[src/rtl/car_link_pkg.sv]
// car_link_pkg: framing constants, payload layout and UART FSM encoding shared by the car-state link ends
package car_link_pkg;
  localparam logic [7:0] SYNC_BYTE_DEF = 8'hA5;
  localparam int FRAME_BYTES = 11;
  localparam int PAYLOAD_BYTES = 9;
  localparam int PAYLOAD_W = 72;
  localparam int COORD_W = 10;
  localparam int ANG_W = 4;
  localparam int FLAG_W = 2;
  localparam int SEQ_W = 4;
  localparam int F_FX = 0;
  localparam int F_FY = 10;
  localparam int F_RX = 20;
  localparam int F_RY = 30;
  localparam int F_PX = 40;
  localparam int F_PY = 50;
  localparam int F_ANG = 60;
  localparam int F_FLAG = 64;
  localparam int F_FIN = 66;
  localparam int F_RSV = 67;
  localparam int F_SEQ = 68;
  typedef enum logic [1:0] {ST_IDLE, ST_START, ST_DATA, ST_STOP} uart_state_t;
  function automatic logic [7:0] payload_chk(input logic [PAYLOAD_W-1:0] p);
    logic [7:0] c;
    c = '0;
    for (int i = 0; i < PAYLOAD_BYTES; i++) c ^= p[8*i +: 8];
    return c;
  endfunction
endpackage

[src/rtl/uart_byte_tx.sv]
// uart_byte_tx: sends one 8N1 byte per load; a load in the last stop cycle chains the next byte gap-free
module uart_byte_tx
  import car_link_pkg::*;
#(
  parameter int BIT_CYC = 868
) (
  input  logic       clk,
  input  logic       rst_n,
  input  logic       load,
  input  logic [7:0] byte_in,
  output logic       tx,
  output logic       done
);
  localparam int TW = (BIT_CYC > 1) ? $clog2(BIT_CYC) : 1;
  localparam logic [TW-1:0] LAST = TW'(BIT_CYC - 1);
  uart_state_t state, state_nx;
  logic [TW-1:0] tmr;
  logic [2:0] bit_idx;
  logic [7:0] sh;
  logic bit_end;
  assign bit_end = (state != ST_IDLE) && (tmr == LAST);
  assign done = (state == ST_STOP) && bit_end;
  assign tx = (state == ST_START) ? 1'b0 : (state == ST_DATA) ? sh[0] : 1'b1;
  // bit timer, shift register and bit counter
  always_ff @(posedge clk or negedge rst_n) begin
    if (!rst_n) begin
      state <= ST_IDLE;
      tmr <= '0;
      bit_idx <= '0;
      sh <= '0;
    end else begin
      state <= state_nx;
      tmr <= (load || bit_end || state == ST_IDLE) ? '0 : tmr + 1'b1;
      if (load) sh <= byte_in;
      else if (state == ST_DATA && bit_end) sh <= sh >> 1;
      if (load) bit_idx <= '0;
      else if (state == ST_DATA && bit_end) bit_idx <= bit_idx + 3'd1;
    end
  end
  // next state: load always restarts at the start bit, otherwise advance at each bit end
  always_comb begin
    state_nx = state;
    if (load) state_nx = ST_START;
    else if (bit_end)
      state_nx = (state == ST_START) ? ST_DATA :
                 (state == ST_DATA) ? ((bit_idx == 3'd7) ? ST_STOP : ST_DATA) : ST_IDLE;
  end
endmodule

[src/rtl/car_state_tx.sv]
// car_state_tx: snapshots own car state and sends it as an 11-byte UART frame to the opponent board
module car_state_tx
  import car_link_pkg::*;
#(
  parameter int CLK_FREQ = 100_000_000,
  parameter int BAUD = 115200,
  parameter logic [7:0] SYNC_BYTE = SYNC_BYTE_DEF
) (
  input  logic         clk,
  input  logic         rst_n,
  input  logic         send_req,
  input  logic [9:0]   my_f_x,
  input  logic [9:0]   my_f_y,
  input  logic [9:0]   my_r_x,
  input  logic [9:0]   my_r_y,
  input  logic [9:0]   pos_x,
  input  logic [9:0]   pos_y,
  input  logic [3:0]   angle_idx,
  input  logic [1:0]   flag,
  input  logic         finish,
  output logic         tx,
  output logic         busy,
  output logic         frame_done,
  output logic         overrun
);
  localparam int BIT_CYC = CLK_FREQ / BAUD;
  logic [PAYLOAD_W-1:0] payload, snap;
  logic [7:0] chk, byte_in;
  logic [SEQ_W-1:0] seq;
  logic [3:0] byte_idx, next_idx, pidx;
  logic accept, load, byte_done, last_byte;
  assign accept = send_req && !busy;
  assign last_byte = byte_idx == 4'(FRAME_BYTES - 1);
  assign load = accept || (byte_done && !last_byte);
  assign next_idx = byte_idx + 4'd1;
  assign pidx = next_idx - 4'd1;
  assign byte_in = accept ? SYNC_BYTE :
                   (next_idx == 4'(FRAME_BYTES - 1)) ? chk : 8'(payload >> {pidx, 3'b000});
  // pack the live inputs verbatim into the payload layout
  always_comb begin
    snap = '0;
    snap[F_FX +: COORD_W] = my_f_x;
    snap[F_FY +: COORD_W] = my_f_y;
    snap[F_RX +: COORD_W] = my_r_x;
    snap[F_RY +: COORD_W] = my_r_y;
    snap[F_PX +: COORD_W] = pos_x;
    snap[F_PY +: COORD_W] = pos_y;
    snap[F_ANG +: ANG_W] = angle_idx;
    snap[F_FLAG +: FLAG_W] = flag;
    snap[F_FIN] = finish;
    snap[F_RSV] = 1'b0;
    snap[F_SEQ +: SEQ_W] = seq;
  end
  // frame sequencing: snapshot on accept, step byte_idx per byte, close frame after the checksum
  always_ff @(posedge clk or negedge rst_n) begin
    if (!rst_n) begin
      payload <= '0;
      chk <= '0;
      seq <= '0;
      byte_idx <= '0;
      busy <= 1'b0;
      frame_done <= 1'b0;
      overrun <= 1'b0;
    end else begin
      frame_done <= byte_done && last_byte;
      overrun <= send_req && busy;
      if (accept) begin
        payload <= snap;
        chk <= payload_chk(snap);
        byte_idx <= '0;
        busy <= 1'b1;
      end else if (byte_done) begin
        if (last_byte) begin
          busy <= 1'b0;
          seq <= seq + 1'b1;
        end else byte_idx <= next_idx;
      end
    end
  end
  uart_byte_tx #(.BIT_CYC(BIT_CYC)) u_byte (
    .clk(clk),
    .rst_n(rst_n),
    .load(load),
    .byte_in(byte_in),
    .tx(tx),
    .done(byte_done)
  );
endmodule

[config.mk]
export PLATFORM = sky130hd
export DESIGN_NAME = car_state_tx
export DESIGN_NICKNAME = d
export VERILOG_FILES = /design/src/rtl/car_link_pkg.sv /design/src/rtl/uart_byte_tx.sv /design/src/rtl/car_state_tx.sv
export SDC_FILE = /design/constraint.sdc
export NUM_CORES = 1
export LEC_CHECK = 0
export ABC_AREA = 1
export ABC_CLOCK_PERIOD_IN_PS = 4200
export CAP_MARGIN = 20
export CELL_PAD_IN_SITES_DETAIL_PLACEMENT = 1
export CELL_PAD_IN_SITES_GLOBAL_PLACEMENT = 1
export CORE_UTILIZATION = 45
export DETAILED_ROUTE_END_ITERATION = 10
export PLACE_DENSITY_LB_ADDON = 0.05
export SYNTH_ARGS = -nofsm -noshare
export SYNTH_HDL_FRONTEND = slang
export SYNTH_SLANG_ARGS = --single-unit
[constraint.sdc]
create_clock -name clk -period 4.2 [get_ports clk]
set_input_delay 0.63 -clock clk [delete_from_list [all_inputs] [get_ports clk]]
set_output_delay 0.63 -clock clk [all_outputs]
set_load 0.03 [all_outputs]
==> key figures <==
Synth
  – Largest family of logic cells by synthesized area: simple AND/OR/NAND/NOR gates
  – Fraction of the mapped netlist area in simple logic gates: 33.3%
  – Top_reg_cell synth: dfrtp_1
  – Cell with the most instances after synthesis: nand2_1
  – Synth Area in Compound Gates: 5.57%
  – Area contributors post-synth: dfrtp_1 44%, nand2_1 19%, inv_1 4.0%
  – Synth cell count leaders: 329 x nand2_1, 113 x dfrtp_1, 68 x inv_1
  – Synth top area share: approximately 44%
  – Ys Warns: 0
  – Post-Synth Adder-Cell Area: 2.16%
  – Synth Area in XOR/XNOR: just over 7%
  – Number of synthesized flops with an enable pin: 0
  – Synth cell types: 42
  – Post-Syn Area: approximately 6400 um2
  – Yosys reg bits: ~110
  – Post-synth net total: around 900
  – Sequential fraction of the synthesis area: between 40% and 50%
  – Mapped Cells: about 830
  – Mapped Avg Cell Area: roughly 7.7 um2
  – Mux cell area share after synthesis: less than 1%
  – Async set or reset register ratio after synthesis: 100%
  – Yosys top cell by area: dfrtp_1

Critical path
  – CP max-delay cell: clkdlybuf4s50_1
  – Max stage delay on crit path: between 0.6 and 0.7 ns
  – Worst r2r path cells: 11
  – Kind of critical path: flop to output port
  – Worst path arrival time: ~2.1 ns
  – WP data required: 3.57 ns
  – CP endpoint kind: output port
  – Reg-to-reg startpoint: byte_idx[0]
  – CP top delay family: buffers and inverters
  – Worst Path Buf+Inv: 3
  – Cells along the critical path: inv_1 -> ha_1 -> inv_1 -> nor2_1 -> nor2_1 -> clkdlybuf4s50_1
  – Crit-path max FO: 3
  – CP Launch Type: flop
  – Worst reg-to-reg setup slack: 1.74 ns
  – R2R Path End: u_byte.sh[4]

STA
  – Max_slew headroom: approximately half
  – Tmin final: 2.73 ns
  – RSZ-0062 raised after global routing: false
  – Setup violators final: 0
  – Least-Margin Pin Slew: just under 0.8 ns
  – Clock Skew: between 0.005 and 0.006 ns
  – Fmax: around 0.37 GHz
  – Crit share post-route: between 60 and 70%
  – Final Max Tran Viols: 0
  – Final Hold Viols: 0
  – Setup TNS: 0 ns

Min path
  – Hold WC Path Type: input port to asynchronous set/reset pin

Finish
  – Final core occ: 57.0%
  – Reg area: ~2800 um2
  – Area Growth Syn to Fin: 23.8%
  – # diodes: 0
  – Footprint of the multi-input gates: 3090 um2
  – Fraction of layout cells with a size suffix above 1: about 10%
  – Fill count: between 1500 and 2000
  – Non-filler cells, final: between 1000 and 1500
  – Final Cell Area: 7880 um2
  – Nets: 983

Placement
  – Area after DPL: 7240 um2
  – # port buffers: between 70 and 80
  – Placed Instances: between 1000 and 1500
  – Placer Congestion: between 0.8 and 0.9
  – Post-DP HPWL: between 10 and 15 mm

Power and ir drop
  – Pwr/cell area: between 300 and 400 nW/um2
  – Leak Pwr: 4.05 nW
  – Worst vdd ir: ~0.28 mV

Floorplan
  – Die H: 121 um
  – Starting Density: between 40% and 50%
  – Die Width: about 120 um
  – # rows: between 40 and 50
  – Die area: 14600 um2
  – Core ar.: between 10000 and 15000 um2
  – Io pins: 74

Clock tree
  – CTS tree: yes
  – CTS max path bufs: 2
  – Post CTS Setup Buffer Count: 0
  – Reg clk slew, reported paths: approximately 0.05 ns
  – Clock sink total: 113
  – Clock latency on the worst-skew pair: about 0.42 ns
  – Cts hold-fix bufs: 0
  – # resized after CTS: 0
  – Cts bufs inserted: 17
  – Root buf cell: clkbuf_16
  – H-tree depth: 4

Global route
  – First-pass GRT wire length: between 30 and 40 mm
  – Total grt overflow: 0
  – Vias in the first global route: 6262
  – GRT Overall Usage: 27.6%
  – Pin count of the biggest net entering global routing: 59
  – Antenna violations before repair: 0

Routing
  – Routed vias: approximately 5700
  – Drt total wl: between 15 and 20 mm
  – Wirelength per Cell: between 15 and 20 um
  – DRC viols: 0
  – Vias/cell: about 5.2
  – Final ANT Viol Nets: 0
  – DRT iter0 DRCs: 337
  – Drt pass-1 iters: 4

Outcome
  – Outcome: completed

Job
  – Max cap viols: 0
## layout by cell type (no fill, tap or decap), types with 9 or more instances in the layout
cell type,instances
clkbuf_16,17
or2_2,9
clkdlybuf4s50_1,72
xor2_1,23
nand3_1,48
a21oi_1,11
inv_1,67
dfrtp_1,113
nand2_2,9
nand2_1,329
nor2_1,53
ha_1,11
o21ai_0,44
xnor2_1,28
## layer usage
metal / global-route usage (%) / wire, um / part of all wire [%] / up-vias
met1: 32.5 / 7670 / 42 / 2787
met3: 5.50 / 749 / 4.1 / 27
li1: - / - / - / 2726
met4: 10.6 / 399 / 2.2 / 0
met5: 0 / 0 / 0 / -
met2: 49.3 / 9610 / 52 / 119
## state kept, by name, indices dropped and copies added (netlist names)
| register | cells |
|---|---|
| u_byte.tmr | 10 |
| payload | 71 |
| busy | 1 |
| u_byte.bit_idx | 3 |
| chk | 8 |
| overrun | 1 |
| u_byte.sh | 8 |
| u_byte.state | 2 |
| seq | 4 |
| byte_idx | 4 |
| frame_done | 1 |
## cell type report
type | count | share of cell area [%]
Clock buffer | 19 | 5.75
Sequential cell | 113 | 35.9
Clock inverter | 12 | 2.38
Timing Repair Buffer | 80 | 10.1
Tap cell | 180 | 2.86
Multi-Input combinational cell | 613 | 39.3
Inverter | 77 | 3.76
## kinds of logic after synthesis
group	after synthesis
and+or+nand+nor	482
DFF	113
buffers and inverters	103
AOI/OAI and AO/OA	66
xor gates and xnor gates	52
adders and majority gates	11
muxes	2
## power breakdown
| part | internal, mW | switching (mW) |
|---|---|---|
| clock network | 1.07 | 0.507 |
| logic | 0.108 | 0.108 |
| registers | 1.09 | 0.000165 |
| total | 2.27 | 0.615 |
## through the flow
step	power (mW)	hold WS, ns	setup slack (ns)
global placement	1.32	0.451	1.71
CTS	2.91	0.191	1.44
floorplan	1.20	0.334	2.18
finish	2.88	0.177	1.47
global route	2.97	0.210	1.37
detailed placement	1.33	0.467	1.63
## worst max-delay path by stage
stage                    start            end  slack (ns)  depth (start not counted)
2_1_floorplan      byte_idx[0]   u_byte.sh[6]        2.18                         13
3_3_place_gp          send_req   u_byte.sh[5]        1.71                          8
3_5_place_dp          send_req  u_byte.tmr[9]        1.63                          7
4_1_cts        u_byte.state[0]             tx        1.44                          6
5_1_grt        u_byte.state[0]             tx        1.37                          6
6_report       u_byte.state[0]             tx        1.47                          6
No activity file was read; power rests on OpenSTA's default activity.
